File: config.mk
export PLATFORM = sky130hd
export DESIGN_NAME = esm_config_decoder_flat
export DESIGN_NICKNAME = d
export VERILOG_FILES = /design/src/rtl/esm_config_decoder_if.sv /design/src/rtl/esm_config_decoder.sv /design/src/flat_wrapper.sv
export SDC_FILE = /design/constraint.sdc
export NUM_CORES = 1
export LEC_CHECK = 0
export BUFFER_PORTS_ARGS = -buffer_cell sky130_fd_sc_hd__buf_2
export CORE_MARGIN = 2
export CORE_UTILIZATION = 40
export CTS_BUF_LIST = sky130_fd_sc_hd__clkbuf_2 sky130_fd_sc_hd__clkbuf_4 sky130_fd_sc_hd__clkbuf_8
export CTS_CLUSTER_DIAMETER = 100
export DETAILED_ROUTE_END_ITERATION = 12
export PLACE_DENSITY = 0.69
export SLEW_MARGIN = 40
export SYNTH_ARGS = -nofsm -noshare
export SYNTH_HDL_FRONTEND = slang
export SYNTH_SLANG_ARGS = --single-unit
export TNS_END_PERCENT = 10
File: constraint.sdc
create_clock -name Clk -period 1.9 [get_ports Clk]
set_input_delay 0.19 -clock Clk [delete_from_list [all_inputs] [get_ports Clk]]
set_output_delay 0.19 -clock Clk [all_outputs]
set_load 0.005 [all_outputs]
File: src/rtl/esm_config_decoder_if.sv
// Configuration AXI-stream carrying ESM control messages into the decoder.
interface esm_config_decoder_if #(
    parameter int DATA_WIDTH = 32
);
    logic                  S_axis_valid;
    logic                  S_axis_ready;
    logic [DATA_WIDTH-1:0] S_axis_data;
    logic                  S_axis_last;

    modport master (
        output S_axis_valid,
        output S_axis_data,
        output S_axis_last,
        input  S_axis_ready
    );

    modport slave (
        input  S_axis_valid,
        input  S_axis_data,
        input  S_axis_last,
        output S_axis_ready
    );
endinterface

File: src/rtl/esm_config_decoder.sv
// Parses ESM control messages (magic, sequence, id/type, pad, payload) and
// broadcasts the payload words with index and first/last markers.
module esm_config_decoder #(
    parameter int          AXI_DATA_WIDTH = 32,
    parameter logic [31:0] MAGIC_NUM      = 32'hE5C0_F16A,
    parameter int          INDEX_WIDTH    = 8
) (
    input  logic                      Clk,
    input  logic                      Rst,
    esm_config_decoder_if.slave       s_axis,
    output logic                      Module_config_valid,
    output logic                      Module_config_first,
    output logic                      Module_config_last,
    output logic [7:0]                Module_config_module_id,
    output logic [7:0]                Module_config_message_type,
    output logic [INDEX_WIDTH-1:0]    Module_config_index,
    output logic [AXI_DATA_WIDTH-1:0] Module_config_data,
    output logic                      Status_magic_error,
    output logic                      Status_seq_error,
    output logic                      Status_short_error,
    output logic [31:0]               Status_msg_count
);

    typedef enum logic [2:0] {
        S_MAGIC,
        S_SEQ,
        S_TYPE,
        S_PAD,
        S_DATA,
        S_DRAIN
    } state_t;

    localparam logic [INDEX_WIDTH-1:0] INDEX_MAX = '1;

    state_t                   state_q, state_d;
    logic                     ready_q;
    logic [31:0]              expected_seq_q;
    logic                     seq_valid_q;
    logic [INDEX_WIDTH-1:0]   word_index_q;

    logic xfer;
    logic magic_err_d, seq_err_d, short_err_d;
    logic beat_d, count_inc_d, seq_load_d, type_load_d, data_start_d;

    assign s_axis.S_axis_ready = ready_q;
    assign xfer = s_axis.S_axis_valid && ready_q;

    // NOTE: every always_comb output gets a default first so no path can infer a latch.
    always_comb begin
        state_d      = state_q;
        magic_err_d  = 1'b0;
        seq_err_d    = 1'b0;
        short_err_d  = 1'b0;
        beat_d       = 1'b0;
        count_inc_d  = 1'b0;
        seq_load_d   = 1'b0;
        type_load_d  = 1'b0;
        data_start_d = 1'b0;
        if (xfer) begin
            unique case (state_q)
                S_MAGIC: begin
                    if (s_axis.S_axis_data == MAGIC_NUM) begin
                        short_err_d = s_axis.S_axis_last;
                        state_d     = s_axis.S_axis_last ? S_MAGIC : S_SEQ;
                    end else begin
                        magic_err_d = 1'b1;
                        state_d     = s_axis.S_axis_last ? S_MAGIC : S_DRAIN;
                    end
                end
                S_SEQ: begin
                    // A sequence number is tracked even if the message turns out short.
                    seq_load_d  = 1'b1;
                    seq_err_d   = seq_valid_q && (s_axis.S_axis_data != expected_seq_q);
                    short_err_d = s_axis.S_axis_last;
                    state_d     = s_axis.S_axis_last ? S_MAGIC : S_TYPE;
                end
                S_TYPE: begin
                    type_load_d = !s_axis.S_axis_last;
                    short_err_d = s_axis.S_axis_last;
                    state_d     = s_axis.S_axis_last ? S_MAGIC : S_PAD;
                end
                S_PAD: begin
                    data_start_d = !s_axis.S_axis_last;
                    short_err_d  = s_axis.S_axis_last;
                    state_d      = s_axis.S_axis_last ? S_MAGIC : S_DATA;
                end
                S_DATA: begin
                    beat_d      = 1'b1;
                    count_inc_d = s_axis.S_axis_last;
                    state_d     = s_axis.S_axis_last ? S_MAGIC : S_DATA;
                end
                S_DRAIN: begin
                    state_d = s_axis.S_axis_last ? S_MAGIC : S_DRAIN;
                end
                default: state_d = S_MAGIC;
            endcase
        end
    end

    // NOTE: sequential state uses non-blocking assignments only, so every register samples pre-edge values.
    always_ff @(posedge Clk) begin
        if (Rst) begin
            state_q                    <= S_MAGIC;
            ready_q                    <= 1'b0;
            expected_seq_q             <= '0;
            seq_valid_q                <= 1'b0;
            word_index_q               <= '0;
            Module_config_valid        <= 1'b0;
            Module_config_first        <= 1'b0;
            Module_config_last         <= 1'b0;
            Module_config_module_id    <= '0;
            Module_config_message_type <= '0;
            Module_config_index        <= '0;
            Module_config_data         <= '0;
            Status_magic_error         <= 1'b0;
            Status_seq_error           <= 1'b0;
            Status_short_error         <= 1'b0;
            Status_msg_count           <= '0;
        end else begin
            state_q             <= state_d;
            ready_q             <= 1'b1;
            Status_magic_error  <= magic_err_d;
            Status_seq_error    <= seq_err_d;
            Status_short_error  <= short_err_d;
            Module_config_valid <= beat_d;
            Module_config_first <= beat_d && (word_index_q == '0);
            Module_config_last  <= beat_d && s_axis.S_axis_last;

            if (seq_load_d) begin
                expected_seq_q <= s_axis.S_axis_data + 32'd1;
                seq_valid_q    <= 1'b1;
            end
            if (type_load_d) begin
                Module_config_module_id    <= s_axis.S_axis_data[31:24];
                Module_config_message_type <= s_axis.S_axis_data[23:16];
            end
            if (data_start_d) begin
                word_index_q <= '0;
            end
            if (beat_d) begin
                Module_config_data  <= s_axis.S_axis_data;
                Module_config_index <= word_index_q;
                if (word_index_q != INDEX_MAX) begin
                    word_index_q <= word_index_q + 1'b1;
                end
            end
            if (count_inc_d) begin
                Status_msg_count <= Status_msg_count + 32'd1;
            end
        end
    end

endmodule

File: src/flat_wrapper.sv
// flat-port wrapper written by rule: the top's interface ports become plain ports
module esm_config_decoder_flat 
#(
    parameter int          AXI_DATA_WIDTH = 32,
    parameter logic [31:0] MAGIC_NUM      = 32'hE5C0_F16A,
    parameter int          INDEX_WIDTH    = 8
)
  (Clk, Rst, Module_config_valid, Module_config_first, Module_config_last, Module_config_module_id, Module_config_message_type, Module_config_index, Module_config_data, Status_magic_error, Status_seq_error, Status_short_error, Status_msg_count, s_axis_S_axis_valid, s_axis_S_axis_data, s_axis_S_axis_last, s_axis_S_axis_ready);
  esm_config_decoder_if #(.DATA_WIDTH(32)) s_axis_i ();
  input  logic Clk;
  input  logic Rst;
  output logic Module_config_valid;
  output logic Module_config_first;
  output logic Module_config_last;
  output logic [7:0] Module_config_module_id;
  output logic [7:0] Module_config_message_type;
  output logic [INDEX_WIDTH-1:0] Module_config_index;
  output logic [AXI_DATA_WIDTH-1:0] Module_config_data;
  output logic Status_magic_error;
  output logic Status_seq_error;
  output logic Status_short_error;
  output logic [31:0] Status_msg_count;
  input wire logic [$bits(s_axis_i.S_axis_valid)-1:0] s_axis_S_axis_valid;
  input wire logic [$bits(s_axis_i.S_axis_data)-1:0] s_axis_S_axis_data;
  input wire logic [$bits(s_axis_i.S_axis_last)-1:0] s_axis_S_axis_last;
  output wire logic [$bits(s_axis_i.S_axis_ready)-1:0] s_axis_S_axis_ready;
  assign s_axis_i.S_axis_valid = s_axis_S_axis_valid;
  assign s_axis_i.S_axis_data = s_axis_S_axis_data;
  assign s_axis_i.S_axis_last = s_axis_S_axis_last;
  assign s_axis_S_axis_ready = s_axis_i.S_axis_ready;
  esm_config_decoder #(.AXI_DATA_WIDTH(AXI_DATA_WIDTH), .MAGIC_NUM(MAGIC_NUM), .INDEX_WIDTH(INDEX_WIDTH)) u_core (.Clk(Clk), .Rst(Rst), .s_axis(s_axis_i), .Module_config_valid(Module_config_valid), .Module_config_first(Module_config_first), .Module_config_last(Module_config_last), .Module_config_module_id(Module_config_module_id), .Module_config_message_type(Module_config_message_type), .Module_config_index(Module_config_index), .Module_config_data(Module_config_data), .Status_magic_error(Status_magic_error), .Status_seq_error(Status_seq_error), .Status_short_error(Status_short_error), .Status_msg_count(Status_msg_count));
endmodule
## Word level (Yosys, flattened, before mapping)

Cells that the tools add are included.

| storage, ports and cells | value |
|---|---|
| register bits | 139 |
| input bits | 36 |
| logic and storage cells | 66 |

| cells by class | value |
|---|---|
| add/sub/neg operators | 3 |
| eq/ne operators | 8 |
| muxes and demuxes | 24 |
| bitwise logic cells | 3 |
| reduce and logical (&&, ||, !) cells | 12 |

Operators by type and width:

| cell | count |
|---|---|
| adder 32 x 1 -> 32 bit (second input constant) | 2 |
| equality test 32 bit (second input constant) | 1 |
| inequality test 32 bit | 1 |
| two-way mux 8 bit | 3 |
| one-hot mux 3 bit (5 select lines) | 1 |
| two-way mux 1 bit | 14 |
| two-way mux 3 bit | 3 |
| OR reduction 3 bit | 3 |
| adder 8 x 1 -> 8 bit (second input constant) | 1 |
| zero test 8 bit | 1 |
| inequality test 8 bit (second input constant) | 1 |
| equality test 3 x 2 -> 1 bit (second input constant) | 2 |
| equality test 3 bit (second input constant) | 2 |
| logical AND 1 bit | 4 |
| two-way mux 2 bit | 2 |
| OR reduction 2 bit | 2 |
| equality test 3 x 1 -> 1 bit (second input constant) | 1 |
| zero test 3 bit | 1 |
| inverter 1 bit | 3 |
| one-hot mux 1 bit (2 select lines) | 1 |
| zero test 1 bit | 1 |

## Longest topological paths before layout

Gate-level depths: netlist of the first run.

| logic depth | value |
|---|---|
| depth after elaboration | 6 |
| mapped depth | 8 |

## Worst setup path after synthesis of the first run

Ideal clock, no wire load.

| path | value |
|---|---|
| path kind | register to register |
| from | register u_core.word_index_q[0] |
| to | register u_core.word_index_q[4] |
| library setup time | 0.134 ns |
| arrival | 1.494 ns |
| required time | 1.766 ns |
| slack | 0.272 ns |
| cell stages (with the launch flop) | 7 |
| clock period less this slack | 1.628 ns |
| path through | dfxtp_1 > ha_1 > and3_1 > a211oi_2 > a31oi_1 > a21oi_1 > a211oi_1 |

| between the ends | value |
|---|---|
| word-level cells in the longest chain between the ends | 3 |
| elaborated cells between the ends (all ways) | 4 |
| classes of those cells | add/sub: 1; eq/ne: 1; mux: 2 |

RTL lines:

| element | line | text |
|---|---|---|
| start: declaration | esm_config_decoder.sv:39 | `logic [INDEX_WIDTH-1:0] word_index_q;` |
| start signal: assignment | esm_config_decoder.sv:144 | `word_index_q <= word_index_q + 1'b1;` |
| adder 8 x 1 -> 8 bit / inequality test 8 bit (equally long branches) | esm_config_decoder.sv:144, esm_config_decoder.sv:143 |  |
| two-way mux 8 bit * | esm_config_decoder.sv:143 | `if (word_index_q != INDEX_MAX) begin` |
| two-way mux 8 bit * | esm_config_decoder.sv:140 | `if (beat_d) begin` |

Every way passes the cells marked *; elsewhere a longest branch is shown, timed or not.
A chain may end at the register's enable or synchronous reset.

## Worst setup path after layout of the first run

| path | value |
|---|---|
| from | register u_core.Status_msg_count[22] |
| to | register u_core.Status_msg_count[31] |

| between the ends | value |
|---|---|
| word-level cells in the longest chain between the ends | 1 |

RTL lines:

| element | line | text |
|---|---|---|
| start: declaration | esm_config_decoder.sv:21 | `output logic [31:0] Status_msg_count` |
| start signal: assignment | esm_config_decoder.sv:148 | `Status_msg_count <= Status_msg_count + 32'd1;` |
| adder 32 x 1 -> 32 bit | esm_config_decoder.sv:148 |  |

No other way between the ends.

==> results of run 1 <==
==> per-layer routing <==
layer  part of all wire  GRT usage  up-vias
li1                   -          -     2853
met1               0.47     0.2619     2703
met2               0.46     0.3092      132
met3              0.057    0.05699       16
met4             0.0093    0.05945        0
met5                  0          0        -
==> logic make-up (layout without fill, tap and decap cells) <==
family / Yosys count / after routing / share of synthesized area
adders and majority gates: 5 / 5 / 0.009800
DFF: 139 / 139 / 0.4359
AOI/OAI and AO/OA: 139 / 139 / 0.1203
muxes: 2 / 2 / 0.003136
buffers and inverters: 71 / 201 / 0.04861
and+or+nand+nor: 320 / 320 / 0.2560
xor gates and xnor gates: 92 / 92 / 0.1262
==> cells in the mapped netlist, drive strengths merged (2+ instances only) <==
library cell,count,area [um^2]
dfxtp,139,2783
nand2,136,510.5
a21oi,88,444.2
xor2,79,691.9
nor2,53,201.5
clkbuf,34,132.6
buf,31,155.1
nand3,31,160.1
nand4,29,209.0
o21ai,29,145.1
and3,14,87.58
nor3,14,97.59
xnor2,13,113.9
nor4,12,105.1
a211oi,11,87.58
and2,9,56.30
and4,7,61.31
inv,6,22.52
ha,5,62.56
nor4b,3,32.53
or3,3,18.77
a31oi,2,12.51
and4b,2,20.02
mux2i,2,20.02
o41ai,2,17.52
==> power groups by stage <==
| stage | clock [mW] | sequential [mW] | combinational, mW |
|---|---|---|---|
| floorplan | 0 | 3.02 | 0.245 |
| global placement | 0 | 3.03 | 0.392 |
| detailed placement | 0 | 3.03 | 0.392 |
| CTS | 2.73 | 2.96 | 0.395 |
| global route | 2.86 | 2.97 | 0.432 |
| finish | 2.66 | 2.96 | 0.395 |
==> tightest hold or removal path, delay by kind of cell <==
family                 cells  cell delay, ps
buffers and inverters      1             140
AND/OR/NAND/NOR            1              60
AO/OA/AOI/OAI              1              50
==> flip-flops by register name, indices dropped and copies added, names as in the netlist <==
register                           cells
u_core.Module_config_last              1
u_core.Status_seq_error                1
u_core.Module_config_valid             1
u_core.Status_short_error              1
u_core.Module_config_data             32
u_core.Module_config_index             8
u_core.Module_config_first             1
u_core.Module_config_module_id         8
u_core.Status_msg_count               32
u_core.Status_magic_error              1
u_core.state_q                         3
u_core.expected_seq_q                 32
u_core.Module_config_message_type      8
u_core.word_index_q                    8
u_core.seq_valid_q                     1
u_core.s_axis.S_axis_ready             1
==> final timing paths <==
kind	startpoint	endpoint	slack, ps	depth (start not counted)
max reg2reg	u_core.Status_msg_count[22]	u_core.Status_msg_count[31]	190	5
max	u_core.Status_msg_count[22]	u_core.Status_msg_count[31]	190	5
min	s_axis_S_axis_data[9]	u_core.Module_config_data[9]	40	3
min reg2reg	u_core.Module_config_data[15]	u_core.Module_config_data[15]	450	2
==> cell type report <==
cell class                      instances  share of cell area
Multi-Input combinational cell        558              0.4262
Tap cell                              216             0.03480
Timing Repair Buffer                  163              0.1209
Sequential cell                       139              0.3584
Clock inverter                         13             0.02481
Clock buffer                           19             0.03207
Inverter                                6            0.002900
==> reports/metrics.cfg, run 1 <==
[clocking]
clk_pin_slew_ps=80
holdBufCountCts=0
ctsLongestPathBuffers=2
cts-resized-gates=0
cts_setup_buffers=0
clock_latency_ps=450
cts_buffers=17
cts-root-buf=clkbuf_8
numClockSinks=139
cts_max_level=4
cts_tree=yes

[grt]
grt_use_total=0.1963
grt_overflow=0
grt_pass1_vias=5146
grt_start_max_net_pins=67
grt_pass1_wl_mm=26.09
antenna_found_initial=1

[sta]
setup_viol=0
finClkSkew_ps=10.38
slew_headroom=0.7491
fin_crit_sh=0.8995
final_max_slew_viol_count=0
min_period_ps=1709
clock.fmax_mhz=585.1
tightest_slew_ps=375.8
finalSetupTns_ps=0
hold_viol=0
rsz0062_at_grt=false
fin_hold_ws_ps=44.07
setup_slack_ps=191.0

[placed_design]
dpl_cell_area_um2=7323
place_ws_ps=171.2
post-dp-hpwl_mm=11.68
place_inst=1082
io_buffers=130
gp_congestion=0.8139

[outcome]
status=complete, no violations

[critical_path]
critPathArrivalTime_ps=2090
max_stage_delay_ps=430
cp_num_buf_inv=0
crit_chain=nand3_1 -> nor4_4 -> nand3_2 -> or3_1 -> a21oi_1
criticalPathCategory=reg2reg
cpLargestDelayFamily=simple AND/OR/NAND/NOR gates
cp_max_fo=5
crit_slowest_cell=dfxtp_1
crit_required_ps=2280
endpoint_kind=register
start_kind=register

[logic_synthesis]
ys_seq_elements=139
syn_inst=768
async_flop_share=0
synth_ff_type=dfxtp_1
seq_area_frac_synth=0.4359
synth-edff-count=0
synth_warnings=0
syn_area_per_cell_um2=8.312
ys_types=52
syn_nets=809
synth.cell_area_um2=6384

[cells_and_area]
finalNetCount=926
final_common_cell=dfxtp_1
final_cell_mix=139 x dfxtp_1, 136 x nand2_1, 129 x buf_2
design_area_um2=7765
multiInputGateArea_um2=3309
fin_cells=1114
nFillCells=1556
final_util=0.4942
diodes=0
area_growth_pct=21.64
layout-drive-gt1-share=0.2339
ff_latch_area_um2=2783

[die]
die_w_um=130.3
initial_core_util=0.4063
fp.coreArea_um2=15710
dieHeight_um=130.3
placementRows=46
floorplan.io_pins=131
die_area_um2=16990

[power]
p_switching_mw=1.467
p_per_area_nw_per_um2=775.1
switching_share=0.2437
p_seq_frac=0.492
pwr-share-comb=0.066
p_leak_nw=3.221
internal_power_mw=4.552
vdd_drop_max_mv=0.4278
clockPowerShare=0.442
power_mw=6.019

[job]
maxCapViolations=0

[drt]
drc_errors=0
vias=5704
wl_mm=16.69
wl_per_cell_um=14.98
vias_per_cell=5.120
firstDrtPassIters=4
drtIter0Drc=322
ant_nets=0

[worst_hold_path]
hp-class=in2reg

Note: power is estimated with default switching activity, not from simulation.
==> inputs of run 2 (changes only) <==
--- a/config.mk
+++ b/config.mk
@@ -8,4 +8,6 @@
 export BUFFER_PORTS_ARGS = -buffer_cell sky130_fd_sc_hd__buf_2
+export CELL_PAD_IN_SITES_DETAIL_PLACEMENT = 2
+export CELL_PAD_IN_SITES_GLOBAL_PLACEMENT = 2
 export CORE_MARGIN = 2
-export CORE_UTILIZATION = 40
+export CORE_UTILIZATION = 30
 export CTS_BUF_LIST = sky130_fd_sc_hd__clkbuf_2 sky130_fd_sc_hd__clkbuf_4 sky130_fd_sc_hd__clkbuf_8
@@ -13,3 +15,3 @@
 export DETAILED_ROUTE_END_ITERATION = 12
-export PLACE_DENSITY = 0.69
+export PLACE_DENSITY = 0.86
 export SLEW_MARGIN = 40
==> constraint.sdc (replaced) <==
create_clock -name Clk -period 1.5 [get_ports Clk]
set_input_delay 0.15 -clock Clk [delete_from_list [all_inputs] [get_ports Clk]]
set_output_delay 0.15 -clock Clk [all_outputs]
set_load 0.01 [all_outputs]
==> reports/metrics.cfg, run 2 (synthesized netlist as in run 1, its figures left out) <==
[sta]
finClkSkew_ps=18.48  ; +8.098 ps
fin_crit_sh=1.167  ; +0.2678
setup_viol=99  ; +99
hold_viol=0  ; unchanged
rsz0062_at_grt=true
tightest_slew_ps=473.5  ; +97.73 ps
clock.fmax_mhz=571.1  ; -2.4%
slew_headroom=0.6819  ; -0.06724
finalSetupTns_ps=-7528  ; -7528 ps
min_period_ps=1751  ; +41.86 ps
setup_slack_ps=-250.9  ; -441.9 ps
final_max_slew_viol_count=0  ; unchanged

[clocking]
cts_tree=yes
clk_pin_slew_ps=100  ; +20 ps
cts_max_level=4  ; unchanged
ctsLongestPathBuffers=2  ; unchanged
numClockSinks=139  ; unchanged
cts_buffers=17  ; unchanged
cts-root-buf=clkbuf_8
clock_latency_ps=480  ; +30 ps

[outcome]
status=finished, violations left
violations=setup timing

[placed_design]
io_buffers=130  ; unchanged
gp_congestion=0.8268  ; +1.6%
post-dp-hpwl_mm=18.12  ; +55%

[die]
fp.coreArea_um2=20960  ; +33%
initial_core_util=0.3046  ; -0.1016
die_area_um2=22460  ; +32%
die_w_um=149.9  ; +15%
placementRows=53  ; +15%
dieHeight_um=149.9  ; +15%
floorplan.io_pins=131  ; unchanged

[critical_path]
criticalPathCategory=reg2reg
start_kind=register
critPathArrivalTime_ps=2120  ; +30 ps
cp_max_fo=5  ; unchanged
endpoint_kind=register
crit_required_ps=1870  ; -410 ps

[power]
p_seq_frac=0.473  ; -0.019
pwr-share-comb=0.105  ; +0.039
vdd_drop_max_mv=0.5580  ; +30%
switching_share=0.2941  ; +0.05038
p_leak_nw=3.960  ; +23%
p_switching_mw=2.337  ; +59%
internal_power_mw=5.610  ; +23%
clockPowerShare=0.422  ; -0.020
p_per_area_nw_per_um2=842.6  ; +8.7%

[cells_and_area]
nFillCells=2310  ; +48%
finalNetCount=1054  ; +14%
reg_top3=u_core.Module_config_data (32), u_core.Status_msg_count (32), u_core.expected_seq_q (32)
multiInputGateArea_um2=3605  ; +8.9%
final_cell_mix=133 x nand2_1, 129 x buf_2, 120 x buf_4
final_common_cell=nand2_1
layout-drive-gt1-share=0.3986  ; +0.1648
diodes=0  ; unchanged
ff_latch_area_um2=2816  ; +1.2%
final_util=0.4500  ; -0.04416
area_growth_pct=47.73

[job]
maxCapViolations=0  ; unchanged

[drt]
wl_per_cell_um=24.55  ; +64%
vias=6944  ; +22%
wl_mm=31.95  ; +91%
firstDrtPassIters=5  ; +1
drtIter0Drc=394  ; +22%
highest_layer=met4
ant_nets=0  ; unchanged
wl_met1_mm=12.11  ; +53%
met2_wirelength_mm=16.70  ; +120%
wl_met3_mm=1.552  ; +63%
drc_errors=0  ; unchanged
vias_per_cell=5.337  ; +4.2%

[grt]
grt_overflow=0  ; unchanged
grt_pass1_vias=7577  ; +47%
grt_start_max_net_pins=58  ; -13%
antenna_found_initial=0  ; -1
grt_pass1_wl_mm=44.28  ; +70%
grt_use_total=0.2618  ; +0.06556

[worst_hold_path]
hp-class=in2reg

run 2: final timing paths:
path,slack (ps),from,cells after the start,endpoint
max reg2reg,-250,u_core.word_index_q[1],7,u_core.word_index_q[5]
max,-250,u_core.word_index_q[1],7,u_core.word_index_q[5]
min reg2reg,460,u_core.Module_config_module_id[0],2,u_core.Module_config_module_id[0]
min,20,s_axis_S_axis_data[30],3,u_core.Module_config_data[30]
run 2: worst max-delay path: stages (launching register included):
cell	delay, ps
dfxtp_1	380
ha_4	150
and3_4	210
a211oi_4	60
buf_6	150
a31oi_4	260
a21oi_1	80
a211oi_1	360
run 2: area by class of cell:
| cell class | count | area share |
|---|---|---|
| multi-input combinational | 558 | 0.3822 |
| sequential | 139 | 0.2987 |
| timing repair buffer | 291 | 0.2371 |
| tap | 275 | 0.03649 |
| clock buffer | 18 | 0.02627 |
| clock inverter | 14 | 0.01685 |
| inverter | 6 | 0.002388 |
run 2: through the flow:
stage	std cells	setup WS [ps]	area (um^2)	power [mW]	hold WS [ps]
after floorplan	768	-83.69	6425	4.148	245.6
after global placement	1228	-282.2	8160	4.456	421.0
after detailed placement	1228	-344.3	8160	4.484	425.4
after CTS	1292	-154.9	9050	7.812	2.385
after global routing	1301	-291.9	9430	8.188	22.12
final	1301	-250.9	9430	7.946	16.66
run 2: power by group through the flow:
stage / Clock [mW] / Combinational, mW / Sequential [mW]
CTS: 3.33 / 0.736 / 3.75
floorplan: 0 / 0.311 / 3.84
global route: 3.56 / 0.870 / 3.76
global placement: 0 / 0.624 / 3.83
detailed placement: 0 / 0.648 / 3.84
finish: 3.36 / 0.834 / 3.76
run 2: what timing repair did:
action	in CTS	in global routing
pin swaps	20	13
buffers inserted	15	7
gates cloned	5	2
hold buffers	12	0
resized for setup	34	74
setup endpoints to repair	101	128
endpoints found under the hold margin	20	0
run 2: routing by layer:
metal  GRT usage  vias to the layer above
li1            -                     3113
met1      0.2857                     3452
met2      0.4804                      268
met3     0.05732                      111
met4      0.1212                        0
met5           0                        -
